==> src/rtl/ex_stage.sv <==
// RV32I execute stage: operand forwarding, ALU, branch/jump resolution and the
// EX/MEM pipeline register. Redirect is combinational; everything the memory
// stage consumes comes straight out of flops.
module ex_stage #(
    parameter int XLEN = 32
) (
    input  logic            clk_i,
    input  logic            rst_i,
    input  logic            stall_i,
    input  logic            flush_i,
    input  logic            id_valid_i,
    input  logic [XLEN-1:0] pc_address_i,
    input  logic [4:0]      rs1_addr_i,
    input  logic [4:0]      rs2_addr_i,
    input  logic [XLEN-1:0] rs1_data_i,
    input  logic [XLEN-1:0] rs2_data_i,
    input  logic [XLEN-1:0] imm_i,
    input  logic [4:0]      rd_addr_i,
    input  logic [3:0]      alu_op_i,
    input  logic [1:0]      alusrc_a_i,
    input  logic            alusrc_b_i,
    input  logic            branch_i,
    input  logic            jal_i,
    input  logic            jalr_i,
    input  logic [2:0]      funct3_i,
    input  logic            regwrite_i,
    input  logic            memread_i,
    input  logic            memwrite_i,
    input  logic [1:0]      memtoreg_i,
    input  logic            fwd_mem_valid_i,
    input  logic            fwd_mem_regwrite_i,
    input  logic [4:0]      fwd_mem_rd_i,
    input  logic [XLEN-1:0] fwd_mem_data_i,
    input  logic            fwd_wb_valid_i,
    input  logic            fwd_wb_regwrite_i,
    input  logic [4:0]      fwd_wb_rd_i,
    input  logic [XLEN-1:0] fwd_wb_data_i,
    output logic            redirect_o,
    output logic [XLEN-1:0] redirect_pc_o,
    output logic            regwrite_o,
    output logic            memread_o,
    output logic            memwrite_o,
    output logic [4:0]      rd_addr_o,
    output logic [1:0]      memtoreg_o,
    output logic [XLEN-1:0] pc_address_o,
    output logic [XLEN-1:0] alu_result_o,
    output logic [XLEN-1:0] store_data_o,
    output logic [2:0]      funct3_o,
    output logic            ex_valid_o
);

    typedef enum logic [3:0] {
        ALU_ADD  = 4'd0,
        ALU_SUB  = 4'd1,
        ALU_SLL  = 4'd2,
        ALU_SLT  = 4'd3,
        ALU_SLTU = 4'd4,
        ALU_XOR  = 4'd5,
        ALU_SRL  = 4'd6,
        ALU_SRA  = 4'd7,
        ALU_OR   = 4'd8,
        ALU_AND  = 4'd9
    } alu_op_e;

    // Everything the memory stage sees, kept together so flush/stall/reset
    // treat every field identically.
    typedef struct packed {
        logic            valid;
        logic            regwrite;
        logic            memread;
        logic            memwrite;
        logic [4:0]      rd;
        logic [1:0]      memtoreg;
        logic [XLEN-1:0] pc;
        logic [XLEN-1:0] alu_result;
        logic [XLEN-1:0] store_data;
        logic [2:0]      funct3;
    } exmem_t;

    logic            mem_hit_rs1, wb_hit_rs1, mem_hit_rs2, wb_hit_rs2;
    logic [XLEN-1:0] fwd_rs1, fwd_rs2;
    logic [XLEN-1:0] op_a, op_b;
    logic [4:0]      shamt;
    logic [XLEN-1:0] alu_result;
    logic            br_cond;
    logic [XLEN-1:0] jalr_sum;
    logic [XLEN-1:0] target;
    logic            redirect;
    exmem_t          exmem_d, exmem_q;

    // A producer only counts when it really writes and targets a non-zero register.
    assign mem_hit_rs1 = fwd_mem_valid_i & fwd_mem_regwrite_i &
                         (fwd_mem_rd_i == rs1_addr_i) & (rs1_addr_i != 5'd0);
    assign wb_hit_rs1  = fwd_wb_valid_i & fwd_wb_regwrite_i &
                         (fwd_wb_rd_i == rs1_addr_i) & (rs1_addr_i != 5'd0);
    assign mem_hit_rs2 = fwd_mem_valid_i & fwd_mem_regwrite_i &
                         (fwd_mem_rd_i == rs2_addr_i) & (rs2_addr_i != 5'd0);
    assign wb_hit_rs2  = fwd_wb_valid_i & fwd_wb_regwrite_i &
                         (fwd_wb_rd_i == rs2_addr_i) & (rs2_addr_i != 5'd0);

    // Forwarding mux: the younger (memory-stage) producer overrides writeback.
    always_comb begin
        // NOTE: every always_comb output gets a default first so no path leaves it unassigned (no latch).
        fwd_rs1 = rs1_data_i;
        fwd_rs2 = rs2_data_i;
        if (wb_hit_rs1)  fwd_rs1 = fwd_wb_data_i;
        if (mem_hit_rs1) fwd_rs1 = fwd_mem_data_i;
        if (wb_hit_rs2)  fwd_rs2 = fwd_wb_data_i;
        if (mem_hit_rs2) fwd_rs2 = fwd_mem_data_i;
    end

    // Operand selection for the ALU.
    always_comb begin
        case (alusrc_a_i)
            2'b00:   op_a = fwd_rs1;
            2'b01:   op_a = pc_address_i;
            default: op_a = '0;
        endcase
        op_b  = alusrc_b_i ? imm_i : fwd_rs2;
        shamt = op_b[4:0];
    end

    // ALU; undefined op codes yield zero.
    always_comb begin
        case (alu_op_e'(alu_op_i))
            ALU_ADD:  alu_result = op_a + op_b;
            ALU_SUB:  alu_result = op_a - op_b;
            ALU_SLL:  alu_result = op_a << shamt;
            ALU_SLT:  alu_result = {{(XLEN-1){1'b0}}, $signed(op_a) < $signed(op_b)};
            ALU_SLTU: alu_result = {{(XLEN-1){1'b0}}, op_a < op_b};
            ALU_XOR:  alu_result = op_a ^ op_b;
            ALU_SRL:  alu_result = op_a >> shamt;
            ALU_SRA:  alu_result = $unsigned($signed(op_a) >>> shamt);
            ALU_OR:   alu_result = op_a | op_b;
            ALU_AND:  alu_result = op_a & op_b;
            default:  alu_result = '0;
        endcase
    end

    // Branch condition on the forwarded register operands.
    always_comb begin
        case (funct3_i)
            3'b000:  br_cond = (fwd_rs1 == fwd_rs2);
            3'b001:  br_cond = (fwd_rs1 != fwd_rs2);
            3'b100:  br_cond = ($signed(fwd_rs1) <  $signed(fwd_rs2));
            3'b101:  br_cond = ($signed(fwd_rs1) >= $signed(fwd_rs2));
            3'b110:  br_cond = (fwd_rs1 <  fwd_rs2);
            3'b111:  br_cond = (fwd_rs1 >= fwd_rs2);
            default: br_cond = 1'b0;
        endcase
    end

    // Target: jalr is register-relative with bit 0 forced low, the rest PC-relative.
    assign jalr_sum      = fwd_rs1 + imm_i;
    assign target        = jalr_i ? (jalr_sum & ~{{(XLEN-1){1'b0}}, 1'b1})
                                  : (pc_address_i + imm_i);
    assign redirect      = id_valid_i & ~stall_i & ~flush_i &
                           (jal_i | jalr_i | (branch_i & br_cond));
    assign redirect_o    = redirect;
    assign redirect_pc_o = redirect ? target : '0;

    // Next EX/MEM contents; side-effecting controls are gated by valid so bubbles never write.
    always_comb begin
        exmem_d            = '0;
        exmem_d.valid      = id_valid_i;
        exmem_d.regwrite   = regwrite_i & id_valid_i;
        exmem_d.memread    = memread_i  & id_valid_i;
        exmem_d.memwrite   = memwrite_i & id_valid_i;
        exmem_d.rd         = rd_addr_i;
        exmem_d.memtoreg   = memtoreg_i;
        exmem_d.pc         = pc_address_i;
        exmem_d.alu_result = alu_result;
        exmem_d.store_data = fwd_rs2;
        exmem_d.funct3     = funct3_i;
    end

    // EX/MEM register: reset, then flush (beats stall), then stall hold, then load.
    always_ff @(posedge clk_i or posedge rst_i) begin
        // NOTE: sequential state uses non-blocking assignments so all flops update from pre-edge values.
        if (rst_i) begin
            exmem_q <= '0;
        end else if (flush_i) begin
            exmem_q <= '0;
        end else if (!stall_i) begin
            exmem_q <= exmem_d;
        end
    end

    assign ex_valid_o   = exmem_q.valid;
    assign regwrite_o   = exmem_q.regwrite;
    assign memread_o    = exmem_q.memread;
    assign memwrite_o   = exmem_q.memwrite;
    assign rd_addr_o    = exmem_q.rd;
    assign memtoreg_o   = exmem_q.memtoreg;
    assign pc_address_o = exmem_q.pc;
    assign alu_result_o = exmem_q.alu_result;
    assign store_data_o = exmem_q.store_data;
    assign funct3_o     = exmem_q.funct3;

endmodule

==> config.mk <==
export PLATFORM = sky130hd
export DESIGN_NAME = ex_stage
export DESIGN_NICKNAME = d
export VERILOG_FILES = /design/src/rtl/ex_stage.sv
export SDC_FILE = /design/constraint.sdc
export NUM_CORES = 1
export LEC_CHECK = 0
export CAP_MARGIN = 5
export CELL_PAD_IN_SITES_DETAIL_PLACEMENT = 0
export CELL_PAD_IN_SITES_GLOBAL_PLACEMENT = 1
export CORE_ASPECT_RATIO = 1.2
export CORE_UTILIZATION = 36
export DETAILED_ROUTE_END_ITERATION = 10
export GPL_TIMING_DRIVEN = 1
export PLACE_DENSITY = 0.86
export SYNTH_ARGS = -nofsm -noshare
export SYNTH_HDL_FRONTEND = slang
export SYNTH_SLANG_ARGS = --single-unit
==> constraint.sdc <==
create_clock -name clk_i -period 6.7 [get_ports clk_i]
set_input_delay 1.34 -clock clk_i [delete_from_list [all_inputs] [get_ports clk_i]]
set_output_delay 1.34 -clock clk_i [all_outputs]
set_load 0.05 [all_outputs]
Word-level counts from Yosys, hierarchy flattened. Index checks and enable logic that the tools add are counted.

Flip-flop bits (word level): 110. Input port bits: 244. Output and inout port bits: 143.

$add $sub $neg: 4. Magnitude comparators: 6. Eq/ne operators: 22. Shifts and indexed selects: 3. Muxes and demuxes: 12. Bitwise gates (word level): 24. Reductions and logical operators: 5.

Operator list (count): 32-bit case mux with 10 select lines (1); 32-bit two-way mux (7); 110-bit two-way mux (2); 32-bit less-than comparator (4); 32-bit adder (3); 32-bit greater-or-equal comparator (2); 32-bit case mux with 2 select lines (1); 32-bit bitwise AND (1); 32-bit equality test (1); 32-bit != test (1); 32-bit OR (1); 32-bit by 5-bit << shifter with 32-bit output (1); 32-bit by 5-bit >> shifter with 32-bit output (1); 32-bit by 5-bit >>> shifter with 32-bit output (1); 32-bit subtractor (1); 32-bit bitwise XOR (1); 5-bit equality test (4); 1-bit bitwise AND (17); 4-bit by 3-bit equality test with 1-bit output, second input constant (4); 3-bit equality test, second input constant (4); 5-bit nonzero test (2); 4-bit by 2-bit equality test with 1-bit output, second input constant (2); 4-bit equality test, second input constant (2); 1-bit case mux with 6 select lines (1); 9 further kinds (11).

Logic depth before layout (Yosys ltp).
Depth in word-level cells: 11. Mapped depth: 23.

Worst setup path after synthesis. Ideal clock, no wire load.

Path kind: input -> output. Start: input port rs2_addr_i[1]. End: output port redirect_pc_o[25]. Arrival: 6.586 ns. Required time: 5.360 ns. Setup slack: -1.226 ns. Stages: 18. Cell sequence: or4_4 > or2_4 > nand3_2 > buf_6 > buf_1 > mux2i_1 > o21ai_0 > inv_1 > ha_1 > a21o_1 > a21o_1 > a221oi_1 > a31oi_1 > nor4_1 > mux2_2 > o31a_1 > clkbuf_1 > o31ai_1.

Longest elaborated chain between the ends: 11. Elaborated cells on any way between the ends: 20.

Ends and longest elaborated chain: start: declaration (RTL line 14) `input logic [4:0] rs2_addr_i,`; 5-bit equality test (RTL line 99) `(fwd_wb_rd_i == rs2_addr_i) & (rs2_addr_i != 5'd0);`; 1-bit bitwise AND (RTL line 98) `assign wb_hit_rs2 = fwd_wb_valid_i & fwd_wb_regwrite_i &`; 1-bit bitwise AND (RTL line 99); 32-bit two-way mux (RTL line 108) `if (wb_hit_rs2) fwd_rs2 = fwd_wb_data_i;`; 32-bit two-way mux * (RTL line 109) `if (mem_hit_rs2) fwd_rs2 = fwd_mem_data_i;`; 32-bit greater-or-equal comparator, or another cell as far along (RTL line 148) `3'b111: br_cond = (fwd_rs1 >= fwd_rs2);`; 1-bit case mux with 6 select lines * (RTL line 142) `case (funct3_i)`; 1-bit bitwise AND * (RTL line 158) `(jal_i | jalr_i | (branch_i & br_cond));`; 1-bit OR * (RTL line 158); 1-bit bitwise AND * (RTL line 157) `assign redirect = id_valid_i & ~stall_i & ~flush_i &`; 32-bit two-way mux * (RTL line 160) `assign redirect_pc_o = redirect ? target : '0;`; end: declaration (RTL line 39) `output logic [XLEN-1:0] redirect_pc_o,`.

Every way passes the cells marked *; elsewhere a longest branch is shown, timed or not.

Final worst setup path.
Start: input port rs1_addr_i[4]. End: output port redirect_pc_o[25].

Longest elaborated chain between the ends: 11. Elaborated cells on any way between the ends: 22.

Ends and longest elaborated chain: start: declaration (RTL line 13) `input logic [4:0] rs1_addr_i,`; 5-bit equality test (RTL line 95) `(fwd_wb_rd_i == rs1_addr_i) & (rs1_addr_i != 5'd0);`; 1-bit bitwise AND (RTL line 94) `assign wb_hit_rs1 = fwd_wb_valid_i & fwd_wb_regwrite_i &`; 1-bit bitwise AND (RTL line 95); 32-bit two-way mux (RTL line 106) `if (wb_hit_rs1) fwd_rs1 = fwd_wb_data_i;`; 32-bit two-way mux * (RTL line 107) `if (mem_hit_rs1) fwd_rs1 = fwd_mem_data_i;`; 32-bit greater-or-equal comparator, or another cell as far along (RTL line 148); 1-bit case mux with 6 select lines (RTL line 142); 1-bit bitwise AND (RTL line 158); 1-bit OR (RTL line 158); 1-bit bitwise AND (RTL line 157); 32-bit two-way mux * (RTL line 160).

Marked as above.

==> results.ini <==
[status]
status=finished with violations
violations=setup timing

[cells_and_area]
fin_area_sq_mm=0.03217
nets=4149
fill_cells=5038
drive_gt1_frac=0.2863
area_growth_pct=59.12
fin_util=0.5832

[pwr]
pwr-share-seq=0.168
p_leak_uw=0.01499
p_sw_uw=2092
pwr-share-clk=0.147
p_per_area_mw_per_mm2=134.8
intPower_uw=2244
comb_power_share=0.684
ir_drop_mv=0.1138
p_sw_frac=0.4826

[grt]
grt_usage=0.4326
grt_pass1_vias=27820
grt-ovfl-total=0
antenna_found_initial=8
grt_pass1_wl_microns=182400
grt_max_degree=76

[timing]
worst_pin_slew_ns=1.051
slew_headroom=0.2993
finalMaxSlewViolations=0
rsz0062_at_grt=yes
hold_violations=0
setup_ws_ns=-0.7354
period_minus_slack_ns=7.435
setup-tns-final_ns=-23.16
fin_skew_ns=0
fin_crit_sh=1.110
finalSetupViolations=41
fmax_mhz=134.5

[worst_setup_path]
r2r_slack_ns=4.71
critical_path_required_ns=5.36
cp_max_fo=5
setup.worst_path.class=in -> out
cp.arrival_ns=6.10
start_kind=input pin
end_kind=output port

[route]
drc=0
wire_per_inst_microns=28.41
drt_iter0_drc=2694
ant_nets=0
wirelength_microns=126100
vias_per_cell=6.161
dr_total_vias=27340
dr.pass1.iters=7

[place]
dpl_cell_area_sq_mm=0.02977
port_buffers=386
gp_congestion=1.059
place_hpwl_microns=97730

[floorplanning]
die_y_microns=261.6
rows=94
initial_utilization=0.3665
ios=387
die_width_microns=218.3
die_area_sq_mm=0.05712
coreArea_sq_mm=0.05516

[logic_synthesis]
yosysTopAreaCellShare=0.1361
yosys.cell_types.count=99
yosysSeqAreaShare=0.1361
synth_edf_count=0
synth.area.top_cells=dfrtp_1, mux2i_1, ha_1
synth_ff_type=dfrtp_1
yosys_warnings=0
synth-seq-cells=110
avgSynthCellArea_sq_um=7.368
netlist_area_sq_mm=0.02022
synth_nets=3182
syn_inst=2744
ys_top_cells_by_count=nor2_1, mux2i_1, nand2_1
ys_async_sr_fraction=1.000
synth.most_common_cell=nor2_1
yosysTopAreaCell=dfrtp_1

[clock_network]
htreeDepth=3
numCtsBuffers=9
hold_buffers=0
clkSinkCount=110
cts_buffer_depth=2
cts_root_buf=clkbuf_16
cts_tree=built
clk_pin_slew_ns=0.10
clk_latency_ns=0.43

[hold_path]
hp-class=reg -> reg

[flow_run]
maxCapViolCount=0

==> metal layers <==
| layer | GRT usage | wire length [microns] |
|---|---|---|
| met1 | 0.4856 | 46230 |
| met5 | 0 | 61 |
| met3 | 0.07863 | 9538 |
| met2 | 0.7284 | 59100 |
| met4 | 0.3294 | 11140 |
==> power groups by stage <==
stage / Combinational (uW) / Clock [uW] / Sequential (uW)
5_1_grt: 3110 / 667 / 733
3_3_place_gp: 2690 / 0 / 740
3_5_place_dp: 2710 / 0 / 741
6_report: 2970 / 639 / 730
4_1_cts: 2830 / 646 / 729
2_1_floorplan: 1270 / 0 / 863
==> placed cells by master (no fill, tap or decap), types with 34 or more instances in the layout <==
master / netlist / final
buf_4: 5 / 707
clkdlybuf4s50_1: 0 / 327
nor2_1: 310 / 280
nand2_1: 253 / 249
mux2i_1: 257 / 243
ha_1: 190 / 179
a21oi_1: 185 / 172
inv_1: 136 / 129
o21ai_0: 175 / 119
dfrtp_1: 110 / 110
nand3_1: 70 / 66
a21o_1: 60 / 60
nor3_1: 56 / 53
o21ai_1: 15 / 51
buf_12: 1 / 50
xnor2_1: 50 / 45
nand3b_1: 34 / 34
==> cell families (layout without fill, tap and decap cells) <==
family / count (synthesis) / count (layout) / share of synthesized area
xor+xnor: 79 / 79 / 0.03422
mux: 285 / 285 / 0.1470
simple gates: 894 / 894 / 0.2056
compound gates: 854 / 854 / 0.2876
other cells: 0 / 2 / 0
flops: 110 / 110 / 0.1361
fa+ha+maj: 194 / 194 / 0.1215
buf+inv: 328 / 1300 / 0.06795
==> registers in the layout (all words and copies together) (netlist names) <==
name / cells
rd_addr_o: 5
pc_address_o: 32
memwrite_o: 1
funct3_o: 3
alu_result_o: 32
ex_valid_o: 1
memread_o: 1
memtoreg_o: 2
regwrite_o: 1
store_data_o: 32
==> metrics by stage <==
step                std cells  hold WS [ns]  power (uW)  setup WS, ns
finish                   4438        0.4937        4336       -0.7354
floorplan                2744        0.7704        2129       -0.2245
global placement         4306        0.4668        3432        -1.140
CTS                      4422        0.4965        4204       -0.7158
global route             4436        0.5209        4504       -0.9026
detailed placement       4306        0.4697        3451        -1.157
==> path summary, 6_finish.rpt <==
path / start / to / depth (start not counted)
setup reg to reg: alu_result_o[24] / alu_result_o[24] / 6
min in group asynchronous: rst_i / rd_addr_o[0] / 2
hold reg to reg: ex_valid_o / ex_valid_o / 1
max in group asynchronous: rst_i / store_data_o[6] / 3
hold / removal: ex_valid_o / ex_valid_o / 1
setup / recovery: rs1_addr_i[4] / redirect_pc_o[25] / 24
==> final cells by class <==
cell class / count / area [sq um] / share of cell area
multi-input cells: 2306 / 17320 / 0.5384
inverters: 142 / 553.0 / 0.01719
well taps: 720 / 900.9 / 0.02800
repair buffers: 1142 / 10320 / 0.3209
clock buffers: 9 / 225.2 / 0.007000
diodes: 2 / 5.005 / 0.0001556
clock inverters: 7 / 91.34 / 0.002839
flip-flops and latches: 110 / 2753 / 0.08556
==> worst max-delay path, cell delays in order <==
cell     delay (ns)
buf_6          0.10
or4_4          0.53
or2_4          0.26
nand3_4        0.10
buf_12         0.14
buf_16         0.14
buf_4          0.14
mux2i_2        0.26
o21ai_2        0.11
ha_1           0.32
nand3_1        0.10
or3_4          0.42
nor2_4         0.11
nand2_2        0.08
a31oi_4        0.21
nor4_4         0.07
buf_4          0.15
buf_4          0.12
mux2i_1        0.13
o31a_4         0.38
or3_1          0.33
mux2_4         0.30
o31ai_4        0.07
buf_12         0.17
==> repair_timing <==
item / CTS / global route
setup endpoints to repair: 37 / 43
hold endpoints to repair: 0 / 0
cloned: 10 / 1
resized for setup: 234 / 92
pin swaps: 82 / 46
buffers inserted: 93 / 15
No activity file was read; power rests on OpenSTA's default activity.
